File: config.mk
export PLATFORM = sky130hd
export DESIGN_NAME = hiscore_upload_flat
export DESIGN_NICKNAME = d
export VERILOG_FILES = /design/src/rtl/hiscore_upload_if.sv /design/src/rtl/hiscore_upload.sv /design/src/flat_wrapper.sv
export SDC_FILE = /design/constraint.sdc
export NUM_CORES = 1
export LEC_CHECK = 0
export ABC_CLOCK_PERIOD_IN_PS = 3820
export BUFFER_PORTS_ARGS = -buffer_cell sky130_fd_sc_hd__buf_4
export CAP_MARGIN = 0
export CORE_AREA = 3 3 60 62
export DETAILED_ROUTE_END_ITERATION = 10
export DIE_AREA = 0 0 63 65
export PLACE_DENSITY_LB_ADDON = 0.12
export SETUP_SLACK_MARGIN = 0.02
export SYNTH_ARGS = -nofsm -noshare
export SYNTH_HDL_FRONTEND = slang
export SYNTH_SLANG_ARGS = --single-unit
File: constraint.sdc
create_clock -name clk_sys -period 3.82 [get_ports clk_sys]
set_input_delay 0.382 -clock clk_sys [delete_from_list [all_inputs] [get_ports clk_sys]]
set_output_delay 0.382 -clock clk_sys [all_outputs]
set_load 0.01 [all_outputs]
File: src/rtl/hiscore_upload_if.sv
// hiscore_upload_if: groups the hps_io ioctl upload signals, the CPU pause
// handshake and the work-RAM read port used by the hiscore_upload responder.
interface hiscore_upload_if #(
  parameter int ADDR_W = 10
);
  logic              ioctl_upload;
  logic [7:0]        ioctl_index;
  logic              ioctl_rd;
  logic [24:0]       ioctl_addr;
  logic [7:0]        ioctl_din;
  logic              ioctl_wait;
  logic              pause_req;
  logic              pause_ack;
  logic [ADDR_W-1:0] ram_addr;
  logic              ram_rd;
  logic [7:0]        ram_q;
  logic              busy;
  logic              rd_drop;

  // Environment side: hps_io, the core CPU and the RAM mirror.
  modport master (
    output ioctl_upload, ioctl_index, ioctl_rd, ioctl_addr, pause_ack, ram_q,
    input  ioctl_din, ioctl_wait, pause_req, ram_addr, ram_rd, busy, rd_drop
  );

  // Responder side: the hiscore_upload block itself.
  modport slave (
    input  ioctl_upload, ioctl_index, ioctl_rd, ioctl_addr, pause_ack, ram_q,
    output ioctl_din, ioctl_wait, pause_req, ram_addr, ram_rd, busy, rd_drop
  );
endinterface

File: src/rtl/hiscore_upload.sv
// hiscore_upload: answers HPS ioctl upload reads with bytes from the core's
// high-score shadow RAM, holding the game CPU paused for the whole session.
// Every output is a flop; the output comb process only computes next values.
module hiscore_upload #(
  parameter logic [7:0] INDEX   = 8'd4,
  parameter int         ADDR_W  = 10,
  parameter int         RAM_LAT = 2
) (
  input  logic             clk_sys,
  input  logic             reset_n,
  hiscore_upload_if.slave  bus
);

  typedef enum logic [2:0] {IDLE, PAUSE, READY, FETCH, LATW} state_t;

  state_t            state;
  state_t            state_nxt;
  logic              sel;
  logic              sel_d;
  logic              sel_rise;
  logic              in_range;
  logic              accept;
  logic              fetch_go;
  logic              oor_go;
  logic              capture;
  logic              lat_done;
  logic [2:0]        lat_cnt;
  logic [7:0]        din_nxt;
  logic              wait_nxt;
  logic              pause_req_nxt;
  logic              ram_rd_nxt;
  logic              busy_nxt;
  logic              rd_drop_nxt;
  logic [ADDR_W-1:0] ram_addr_nxt;

  assign sel      = bus.ioctl_upload & (bus.ioctl_index == INDEX);
  assign sel_rise = sel & ~sel_d;
  assign in_range = (bus.ioctl_addr[24:ADDR_W] == '0);
  assign lat_done = (lat_cnt == 3'd0);
  assign accept   = sel && (state == READY) && bus.ioctl_rd && !bus.ioctl_wait;
  assign fetch_go = accept & in_range;
  assign oor_go   = accept & ~in_range;
  assign capture  = sel && (state == LATW) && lat_done;

  // State register.
  always_ff @(posedge clk_sys or negedge reset_n) begin
    if (!reset_n) state <= IDLE;
    else          state <= state_nxt;
  end

  // Next-state logic; losing sel ends the session from any state.
  always_comb begin
    state_nxt = state;
    if (!sel) begin
      state_nxt = IDLE;
    end else begin
      case (state)
        IDLE:    if (sel_rise) state_nxt = PAUSE;
        PAUSE:   if (bus.pause_ack) state_nxt = READY;
        READY: begin
          if (fetch_go)                          state_nxt = FETCH;
          else if (!accept && !bus.pause_ack)    state_nxt = PAUSE;
        end
        FETCH:   state_nxt = LATW;
        LATW:    if (lat_done) state_nxt = READY;
        default: state_nxt = IDLE;
      endcase
    end
  end

  // Next values for the registered outputs, decoded from the upcoming state.
  always_comb begin
    pause_req_nxt = (state_nxt != IDLE);
    busy_nxt      = (state_nxt != IDLE);
    ram_rd_nxt    = (state_nxt == FETCH);
    case (state_nxt)
      PAUSE, FETCH, LATW: wait_nxt = 1'b1;
      READY:              wait_nxt = oor_go;
      default:            wait_nxt = 1'b0;
    endcase
    ram_addr_nxt = fetch_go ? bus.ioctl_addr[ADDR_W-1:0] : bus.ram_addr;
    din_nxt = bus.ioctl_din;
    if (oor_go)       din_nxt = 8'hFF;
    else if (capture) din_nxt = bus.ram_q;
    rd_drop_nxt = bus.rd_drop;
    if (sel_rise)
      rd_drop_nxt = 1'b0;
    else if (sel && (state != IDLE) && bus.ioctl_rd &&
             (bus.ioctl_wait || (state == PAUSE)))
      rd_drop_nxt = 1'b1;
  end

  // Output registers.
  always_ff @(posedge clk_sys or negedge reset_n) begin
    if (!reset_n) begin
      bus.ioctl_din  <= 8'h00;
      bus.ioctl_wait <= 1'b0;
      bus.pause_req  <= 1'b0;
      bus.ram_addr   <= '0;
      bus.ram_rd     <= 1'b0;
      bus.busy       <= 1'b0;
      bus.rd_drop    <= 1'b0;
    end else begin
      bus.ioctl_din  <= din_nxt;
      bus.ioctl_wait <= wait_nxt;
      bus.pause_req  <= pause_req_nxt;
      bus.ram_addr   <= ram_addr_nxt;
      bus.ram_rd     <= ram_rd_nxt;
      bus.busy       <= busy_nxt;
      bus.rd_drop    <= rd_drop_nxt;
    end
  end

  // sel history resets high so a session still selected across a reset does
  // not restart until sel drops and rises again; lat_cnt times the RAM latency.
  always_ff @(posedge clk_sys or negedge reset_n) begin
    if (!reset_n) begin
      sel_d   <= 1'b1;
      lat_cnt <= 3'd0;
    end else begin
      sel_d <= sel;
      if (state == FETCH)
        lat_cnt <= 3'(RAM_LAT - 1);
      else if ((state == LATW) && !lat_done)
        lat_cnt <= lat_cnt - 3'd1;
    end
  end

endmodule
File: src/flat_wrapper.sv
// flat-port wrapper written by rule: the top's interface ports become plain ports
module hiscore_upload_flat 
#(
  parameter logic [7:0] INDEX   = 8'd4,
  parameter int         ADDR_W  = 10,
  parameter int         RAM_LAT = 2
)
  (clk_sys, reset_n, bus_ioctl_upload, bus_ioctl_index, bus_ioctl_rd, bus_ioctl_addr, bus_pause_ack, bus_ram_q, bus_ioctl_din, bus_ioctl_wait, bus_pause_req, bus_ram_addr, bus_ram_rd, bus_busy, bus_rd_drop);
  hiscore_upload_if #(.ADDR_W(ADDR_W)) bus_i ();
  input  logic clk_sys;
  input  logic reset_n;
  input wire logic [$bits(bus_i.ioctl_upload)-1:0] bus_ioctl_upload;
  input wire logic [$bits(bus_i.ioctl_index)-1:0] bus_ioctl_index;
  input wire logic [$bits(bus_i.ioctl_rd)-1:0] bus_ioctl_rd;
  input wire logic [$bits(bus_i.ioctl_addr)-1:0] bus_ioctl_addr;
  input wire logic [$bits(bus_i.pause_ack)-1:0] bus_pause_ack;
  input wire logic [$bits(bus_i.ram_q)-1:0] bus_ram_q;
  output wire logic [$bits(bus_i.ioctl_din)-1:0] bus_ioctl_din;
  output wire logic [$bits(bus_i.ioctl_wait)-1:0] bus_ioctl_wait;
  output wire logic [$bits(bus_i.pause_req)-1:0] bus_pause_req;
  output wire logic [$bits(bus_i.ram_addr)-1:0] bus_ram_addr;
  output wire logic [$bits(bus_i.ram_rd)-1:0] bus_ram_rd;
  output wire logic [$bits(bus_i.busy)-1:0] bus_busy;
  output wire logic [$bits(bus_i.rd_drop)-1:0] bus_rd_drop;
  assign bus_i.ioctl_upload = bus_ioctl_upload;
  assign bus_i.ioctl_index = bus_ioctl_index;
  assign bus_i.ioctl_rd = bus_ioctl_rd;
  assign bus_i.ioctl_addr = bus_ioctl_addr;
  assign bus_i.pause_ack = bus_pause_ack;
  assign bus_i.ram_q = bus_ram_q;
  assign bus_ioctl_din = bus_i.ioctl_din;
  assign bus_ioctl_wait = bus_i.ioctl_wait;
  assign bus_pause_req = bus_i.pause_req;
  assign bus_ram_addr = bus_i.ram_addr;
  assign bus_ram_rd = bus_i.ram_rd;
  assign bus_busy = bus_i.busy;
  assign bus_rd_drop = bus_i.rd_drop;
  hiscore_upload #(.INDEX(INDEX), .ADDR_W(ADDR_W), .RAM_LAT(RAM_LAT)) u_core (.clk_sys(clk_sys), .reset_n(reset_n), .bus(bus_i));
endmodule
==> results.md, run 1 <==
* Die Ht at 65 um
* Hold_sp: bus_ram_q[6]
* Clock latency on the worst-skew pair at 340 ps
* R2R Setup Slk at 1610 ps
* Xor/xnor share of the synthesized area at 0%
* Crit path DAT at 2440 ps
* Worst r2r path cells at 4
* Clock sinks at 29
* Final worst path period share at 57.9%
* Gr ovfl total at 0
* Synth-to-layout area growth at 47.7%
* Post-Layout Cell Count at 243
* Area share of the largest cell type after synthesis at 50.5%
* CP Launch Type: flop
* Global placement routability congestion at 0.852
* CP Launch Point: u_core.state[1]
* Drt drc at 0
* Cts repair resizes at 0
* Slack of the critical path at 1610 ps
* H-tree depth at 2
* DRT Wirelength at 3530 um
* Post-route antenna net violation count at 0
* Setup bufs post-CTS at 0
* Dpl cells at 234
* Slew @ Worst Pin at 685 ps
* GRT Total Usage at 18.4%
* Pin count of the biggest net entering global routing at 30
* Clock skew at 10.6 ps
* Final setup violation count at 0
* CTS Buf Count at 5
* Fraction of layout cells with a size suffix above 1 at 46.2%
* Hold/Removal Path Class: in -> reg
* Clock transition at the registers of the reported paths at 100 ps
* Hold-fix buffers, CTS at 1
* # IOs at 69
* Unrepaired setup endpoints after global routing: false
* Leading area contributor after synthesis: dfrtp_1
* Root Driver: clkbuf_4
* Cell area after synthesis at 0.00139 mm^2
* Drt pass-1 iters at 4
* Die area at 0.00410 mm^2
* Register bit total from synthesis at 29
* Post-detail-place hpwl at 2610 um
* Maxcap violations at 0
* P_leak at 1.14 nW
* Mapped Cells at 125
* Power per cell area at 327 mW/mm^2
* Peak VDD IR at 243 uV
* Synth Area in Compound Gates at 9.64%
* CP required at 4040 ps
* Final #Nets at 246
* Final Slew Violations at 0
* Most used DFF post-synth: dfrtp_1
* Initial core utilization at 45.1%
* Post-DR vias/cell at 5.16
* Simple-gate share of the synthesized area at 18.6%
* Buffers on Ports at 68
* Syn_area_per_cell at 11.1 um^2
* Top cells by area, synth: dfrtp_1 50%, mux2_2 8.9%, mux2i_1 5.8%
* Top cell types by occurrence after synthesis: 28 x dfrtp_1, 12 x nand2_1, 11 x mux2_2
* CP Capture Type: flop
* Initial antenna violation count at 0
* Combinational family with the most area after synthesis: simple AND/OR/NAND/NOR gates
* Global-route wire length before repair at 5820 um
* Status: finished, final reports clean
* Synth Area in Adders at 1.80%
* Fmax at 452 MHz
* Core box area at 0.00308 mm^2
* EDFF count, synth at 0
* Setup TNS at 0 ps
* Ys async rst share at 100%
* Slew margin rel. at 54.0%
* Count of cell types in the netlist at 37
* Max FO, Critical Path at 10
* Syn nets at 173
* Most instantiated library cell after synthesis: dfrtp_1
* Vias at 1255
* Core Rows at 20
* 1st-iter DRT viols at 22
* Die W at 63 um
* YS warnings at 0
* WHS Path Cells at 3
* Setup WS pre-CTS at 1410 ps
* Critical setup path kind: reg -> reg
* Minimum clock period at 2210 ps
* CTS tree: built
* FILL cells at 267
* Longest Clk Path Bufs at 2
* Drt wl/cell at 14.5 um
* Hold Violations, Final at 0
* Ant. Diodes at 0
* Sequential share of the synthesized area at 52.3%
* Critical R2R Launch: u_core.state[1]
* Proportion of synthesized area in mux cells at 14.7%
* Vias in the first global route at 1268
state kept, by name, summed over array words and instances (netlist names):
| register | cells |
|---|---|
| u_core.bus.ioctl_din | 8 |
| u_core.bus.ram_rd | 1 |
| u_core.bus.ioctl_wait | 1 |
| u_core.lat_cnt | 3 |
| u_core.state | 3 |
| u_core.bus.ram_addr | 10 |
| u_core.sel_d | 1 |
| u_core.bus.rd_drop | 1 |
| u_core.bus.pause_req | 1 |
cells in the final DEF, fill, tap and decap left out, types with 2 or more instances in the layout:
cell,count
nor2b_1,3
a21oi_1,5
ha_1,2
nor4_1,3
nor2_1,8
mux2_2,11
clkbuf_4,5
nand2b_1,3
dfrtp_1,28
a211oi_1,2
nand2_1,12
mux2i_1,8
and3_1,2
nor3_1,3
nand4_1,2
bufinv_16,2
inv_1,6
buf_4,68
nand3_1,2
o21ai_0,4
kinds of logic after synthesis:
kind of cell,count (synthesis)
and+or+nand+nor,45
DFF,29
AOI/OAI and AO/OA,20
muxes,19
buffers and inverters,10
adders and majority gates,2
final timing paths:
kind / endpoint
hold reg to reg: u_core.bus.ioctl_din[6]
hold / removal: u_core.bus.ioctl_din[6]
setup reg to reg: u_core.bus.ram_addr[4]
min in group asynchronous: u_core.bus.pause_req
max in group asynchronous: u_core.sel_d
setup / recovery: u_core.bus.ram_addr[4]
where the power goes:
group / total [mW] / internal, mW / switching, mW
clock network: 0.316 / 0.203 / 0.113
logic: 0.0490 / 0.0323 / 0.0168
registers: 0.307 / 0.307 / 0.0000947
total: 0.672 / 0.542 / 0.130
worst max-delay path: stages, from the launching register on:
cell and delay (ps):
dfrtp_1 490, inv_2 110, or3_4 420, nor4_4 660, mux2_2 410
routing by layer:
metal,track usage (%),vias up,part of all wire (%)
li1,-,599,-
met1,19.6,588,36
met2,31.8,60,51
met3,7.63,8,11
met4,7.99,0,1.6
met5,0,-,0
per-stage QoR:
step	power (mW)	hold slack [ps]	utilization [%]	instance area [um^2]
after floorplan	0.319	86.4	-	1390
after detailed placement	0.362	324	63.0	1940
final	0.672	255	66.7	2050
after global routing	0.700	256	66.7	2050
after CTS	0.680	247	66.7	2050
after global placement	0.361	321	63.0	1940
final cells by class:
cell class                 instances  area (um^2)  share of cell area, %
inverter                           7         26.3                   1.28
timing repair buffer              69          520                   25.4
clock inverter                     3         65.1                   3.17
tap                               44         55.1                   2.68
sequential                        29          727                   35.4
multi-input combinational         86          621                   30.2
clock buffer                       5         37.5                   1.83
Power figures use the tool's default switching activity.
==> run 2, diff against run 1 <==
ABC_CLOCK_PERIOD_IN_PS = 2310   (was 3820)
clock period = 2.31 ns   (was 3.82 ns; I/O delays follow)
==> results.md, run 2 (synthesis results as in run 1) <==
* Post-detail-place hpwl at 2610 um (+0.19%)
* CP Launch Type: flop
* Gr ovfl total at 0 (unchanged)
* Power per cell area at 495 mW/mm^2 (+51%)
* Core Rows at 20 (unchanged)
* Pin count of the biggest net entering global routing at 30 (unchanged)
* Max FO, Critical Path at 8 (-2)
* Synth-to-layout area growth at 47.6%
* Largest regs: u_core.bus.ram_addr: 10 flops, u_core.bus.ioctl_din: 8 flops
* Crit path capture: u_core.bus.ioctl_din[1]
* Sw frac at 19.1% (-0.25 points)
* Vias in the first global route at 1347 (+6.2%)
* Final Power at 1.01 mW (+51%)
* Die area at 0.00410 mm^2 (unchanged)
* Global-route wire length before repair at 5640 um (-3.0%)
* Slew @ Worst Pin at 563 ps (-121 ps)
* Maxcap violations at 0 (unchanged)
* Clock latency on the worst-skew pair at 320 ps (-20 ps)
* Post-route antenna net violation count at 0 (unchanged)
* CP Capture Type: flop
* DRT Wirelength at 3400 um (-3.8%)
* Clock sinks at 29 (unchanged)
* Most common cell after layout, fill and taps aside: buf_4
* Post-DR vias/cell at 5.22 (+1.2%)
* Vias at 1280 (+2.0%)
* Hold/Removal Path Class: in -> reg
* CP required at 2510 ps (-1530 ps)
* Unrepaired setup endpoints after global routing: false
* Status: finished, final reports clean
* Longest Clk Path Bufs at 2 (unchanged)
* Die Ht at 65 um (unchanged)
* Most frequent cells in the layout: 70 x buf_4, 28 x dfrtp_1, 12 x nand2_1
* CP Launch Point: u_core.lat_cnt[0]
* Fraction of layout cells with a size suffix above 1 at 46.3% (about the same)
* Core box area at 0.00308 mm^2 (unchanged)
* Biggest register: u_core.bus.ram_addr
* Die W at 63 um (unchanged)
* Clock transition at the registers of the reported paths at 90 ps (about the same)
* Initial antenna violation count at 0 (unchanged)
* GRT Total Usage at 17.5% (-0.87 points)
* Drt pass-1 iters at 4 (unchanged)
* Setup TNS at 0 ps (unchanged)
* Psw at 194 uW (+49%)
* RR Endpoint: u_core.bus.ioctl_din[1]
* Peak VDD IR at 328 uV (+35%)
* Critical setup path kind: reg -> reg
* P_leak at 1.14 nW (+0.10%)
* Comb pwr share at 8.0% (+0.7 points)
* Register share of total power at 50.1% (+4.4 points)
* Critical R2R Launch: u_core.lat_cnt[0]
* Drt wl/cell at 13.9 um (-4.6%)
* # IOs at 69 (unchanged)
* Clock network fraction of design power at 41.9% (-5.1 points)
* Internal power at 820 uW (+51%)
* Slew margin rel. at 62.3% (+8.3 points)
* FILL cells at 255 (-4.5%)
* CTS Buf Count at 5 (unchanged)
* Setup WS pre-CTS at 240 ps (-1170 ps)
* Fmax at 485 MHz (+7.3%)
* Clock skew at 7.43 ps (-3.16 ps)
* Hold_sp: bus_ram_q[6]
* CTS tree: built
* Crit path DAT at 2270 ps (-170 ps)
* Root Driver: clkbuf_4
* Global placement routability congestion at 0.885 (+3.8%)
* Minimum clock period at 2060 ps (-151 ps)
* Hold Violations, Final at 0 (unchanged)
* Slack of the critical path at 248 ps (-1360 ps)
* Final #Nets at 248 (+0.81%)
* 1st-iter DRT viols at 19 (-14%)
* Final worst path period share at 89.3% (+31 points)
* Max reg flops at 10 (unchanged)
* Buffers on Ports at 68 (unchanged)
* Drt drc at 0 (unchanged)
* Initial core utilization at 45.1% (unchanged)
* H-tree depth at 2 (unchanged)
* R2R Setup Slk at 250 ps (-1360 ps)
* Ant. Diodes at 0 (unchanged)
* Final Slew Violations at 0 (unchanged)
* Final setup violation count at 0 (unchanged)
* Worst r2r path cells at 7 (+3)
-- run 2: cell count changes in the layout (fill, tap and decap cells not counted) --
cell	delta
buf_4	+2
bufinv_16	-1
clkbuf_1	+1
clkbuf_8	+1
clkinv_2	-1
-- run 2: metal layers --
metal	vias up	part of all wire, %	global-route usage, %
met5	-	0	0
met4	0	1.6	7.16
met3	9	11	7.63
met2	66	50	30.8
met1	602	37	18.1
li1	603	-	-
-- run 2: repair_timing --
item | in CTS | in global routing
gates resized for setup | 0 | 0
buffers inserted | 0 | 0
hold buffers | 1 | 0
hold endpoints to repair | 28 | 0
setup endpoints to repair | 0 | 0
-- run 2: area by class of cell --
type	count	area [um^2]	share of cell area, %
tap	44	55.1	2.69
clock buffer	7	55.1	2.69
clock inverter	1	30.0	1.47
timing repair buffer	71	536	26.1
sequential	29	727	35.5
multi-input combinational	86	621	30.3
inverter	7	26.3	1.28
-- run 2: worst max-delay path: stages, from the launching register on --
cell and delay (ps):
dfrtp_1 360, inv_1 100, ha_1 170, ha_1 230, and4bb_2 240, nand4_1 460, mux2i_1 310, nand2_1 70
-- run 2: worst min-delay path by stage --
| stage | endpoint | slack, ps | cells after the start |
|---|---|---|---|
| floorplan | u_core.bus.ioctl_din[0] | -60 | 0 |
| global placement | u_core.bus.ioctl_din[6] | 170 | 1 |
| detailed placement | u_core.bus.ioctl_din[4] | 170 | 1 |
| CTS | u_core.bus.ioctl_din[6] | 100 | 3 |
| global route | u_core.bus.ioctl_din[6] | 110 | 3 |
| finish | u_core.bus.ioctl_din[6] | 110 | 3 |
-- run 2: per-stage QoR --
stage / instances / hold slack, ps / instance area (um^2) / utilization [%]
6_report: 245 / 114 / 2050 / 66.6
5_1_grt: 245 / 113 / 2050 / 66.6
4_1_cts: 245 / 99.9 / 2050 / 66.6
3_5_place_dp: 236 / 170 / 1950 / 63.5
3_3_place_gp: 236 / 167 / 1950 / 63.5
2_1_floorplan: 125 / -64.6 / 1390 / -
-- run 2: power by group through the flow --
stage | Sequential, mW | Clock (mW) | Combinational, mW
after floorplan | 0.518 | 0 | 0.00966
after global placement | 0.518 | 0 | 0.0794
after detailed placement | 0.518 | 0 | 0.0806
after CTS | 0.508 | 0.440 | 0.0827
after global routing | 0.508 | 0.463 | 0.0883
final | 0.508 | 0.425 | 0.0812
==> run 3, diff against run 2 <==
==> constraint.sdc (replaced) <==
create_clock -name clk_sys -period 2.31 [get_ports clk_sys]
set_input_delay 0.462 -clock clk_sys [delete_from_list [all_inputs] [get_ports clk_sys]]
set_output_delay 0.462 -clock clk_sys [all_outputs]
set_load 0.01 [all_outputs]
==> results.md, run 3 (synthesis results as in run 1) <==
* Post-Layout Cell Count at 245 (unchanged)
* Cts repair resizes at 0 (unchanged)
* CTS Buf Count at 5 (unchanged)
* Setup bufs post-CTS at 0 (unchanged)
* Final #Nets at 248 (unchanged)
* FILL cells at 263 (+3.1%)
* Clock latency on the worst-skew pair at 330 ps (about the same)
* # IOs at 69 (unchanged)
* Pin count of the biggest net entering global routing at 30 (unchanged)
* Post-route antenna net violation count at 0 (unchanged)
* Drt pass-1 iters at 4 (unchanged)
* Slew @ Worst Pin at 482 ps (-81.3 ps)
* Largest regs: u_core.bus.ram_addr: 10 flops, u_core.bus.ioctl_din: 8 flops
* Global-route wire length before repair at 5630 um (-0.25%)
* CP required at 2530 ps (+20 ps)
* Vias in the first global route at 1324 (-1.7%)
* Final setup violation count at 0 (unchanged)
* Maxcap violations at 0 (unchanged)
* Buffers on Ports at 68 (unchanged)
* Global placement routability congestion at 0.894 (+1.1%)
* Hold Violations, Final at 0 (unchanged)
* Hold-fix buffers, CTS at 0 (-1)
* Critical setup path kind: reg -> reg
* Hold/Removal Path Class: in -> async
* 1st-iter DRT viols at 36 (+17)
* Die area at 0.00410 mm^2 (unchanged)
* Most common cell after layout, fill and taps aside: buf_4
* Max reg flops at 10 (unchanged)
* CP Capture Type: flop
* Root Driver: clkbuf_4
* Final worst path period share at 84.7% (-4.6 points)
* Crit path DAT at 2180 ps (-90 ps)
* Synth-to-layout area growth at 46.3%
* Clock transition at the registers of the reported paths at 100 ps (about the same)
* Status: finished, final reports clean
* Final Slew Violations at 0 (unchanged)
* Die W at 63 um (unchanged)
* Multi-input gate area at 621 um^2 (unchanged)
* Initial core utilization at 45.1% (unchanged)
* P_leak at 1.14 nW (-0.37%)
* Unrepaired setup endpoints after global routing: false
* Power per cell area at 465 mW/mm^2 (-5.9%)
* Longest Clk Path Bufs at 2 (unchanged)
* Core box area at 0.00308 mm^2 (unchanged)
* Die Ht at 65 um (unchanged)
* Gr ovfl total at 0 (unchanged)
* Minimum clock period at 1960 ps (-106 ps)
* CP Launch Type: flop
* Post-DR vias/cell at 5.12 (-2.0%)
* Slew margin rel. at 67.6% (+5.3 points)
* Fmax at 511 MHz (+5.4%)
* Drt wl/cell at 14.0 um (+0.88%)
* Ant. Diodes at 0 (unchanged)
* GRT Total Usage at 17.9% (+0.39 points)
* Max FO, Critical Path at 10 (+2)
* Clock skew at 6.26 ps (-1.17 ps)
* Initial antenna violation count at 0 (unchanged)
* Drt drc at 0 (unchanged)
* Reg area at 727 um^2 (unchanged)
* Dpl cells at 237 (+0.42%)
* Setup TNS at 0 ps (unchanged)
* H-tree depth at 2 (unchanged)
* Fraction of layout cells with a size suffix above 1 at 47.3% (+1.0 points)
* Biggest register: u_core.bus.ram_addr
* Vias at 1255 (-2.0%)
* Peak VDD IR at 307 uV (-6.2%)
* Clock sinks at 29 (unchanged)
* Most frequent cells in the layout: 71 x buf_4, 28 x dfrtp_1, 12 x nand2_1
* Post-detail-place hpwl at 2620 um (+0.15%)
* DRT Wirelength at 3430 um (+0.88%)
* Core Rows at 20 (unchanged)
* CTS tree: built
## run 3: layout make-up
class	count	area share, %
Sequential cell	29	35.8
Multi-Input combinational cell	86	30.5
Timing Repair Buffer	71	26.2
Clock buffer	7	3.20
Tap cell	44	2.71
Inverter	7	1.29
Clock inverter	1	0.246
## run 3: final timing paths
path	from	end	slack, ps	depth (start not counted)
min in group clk_sys	bus_ram_q[6]	u_core.bus.ioctl_din[6]	340	3
max in group asynchronous	reset_n	u_core.sel_d	1970	1
worst max register to register	u_core.state[1]	u_core.bus.ram_addr[0]	350	5
worst min register to register	u_core.bus.ioctl_din[6]	u_core.bus.ioctl_din[6]	510	2
worst min-delay path	reset_n	u_core.bus.ioctl_din[3]	30	1
worst max-delay path	u_core.state[1]	u_core.bus.ram_addr[0]	350	5
## run 3: where the power goes
part           internal (mW)  switching, mW  total, mW  leakage, nW
clock                  0.176          0.182      0.358       0.0413
sequential             0.507       0.000152      0.508        0.402
combinational         0.0528         0.0272     0.0799        0.697
## run 3: through the flow
| stage | total power [mW] | setup WS (ps) | area (um^2) | utilization (%) | hold WS (ps) |
|---|---|---|---|---|---|
| after floorplan | 0.527 | 276 | 1390 | - | 166 |
| after global placement | 0.597 | 234 | 1960 | 63.7 | 400 |
| after detailed placement | 0.599 | 202 | 1960 | 63.7 | 405 |
| after CTS | 0.960 | 360 | 2030 | 66.0 | 27.3 |
| after global routing | 0.991 | 279 | 2030 | 66.0 | 28.5 |
| final | 0.945 | 353 | 2030 | 66.0 | 28.3 |
## run 3: worst max-delay path, stage by stage, from the launching register on
cell and delay, ps:
dfrtp_1 470, inv_2 120, or3_4 420, nor4_4 270, buf_4 220, mux2_2 350
## run 3: metal layers
| layer | GRT usage (%) | part of all wire (%) |
|---|---|---|
| met4 | 8.82 | 1.6 |
| met3 | 7.97 | 10 |
| met2 | 31.1 | 49 |
| met5 | 0 | 0 |
| met1 | 18.2 | 39 |
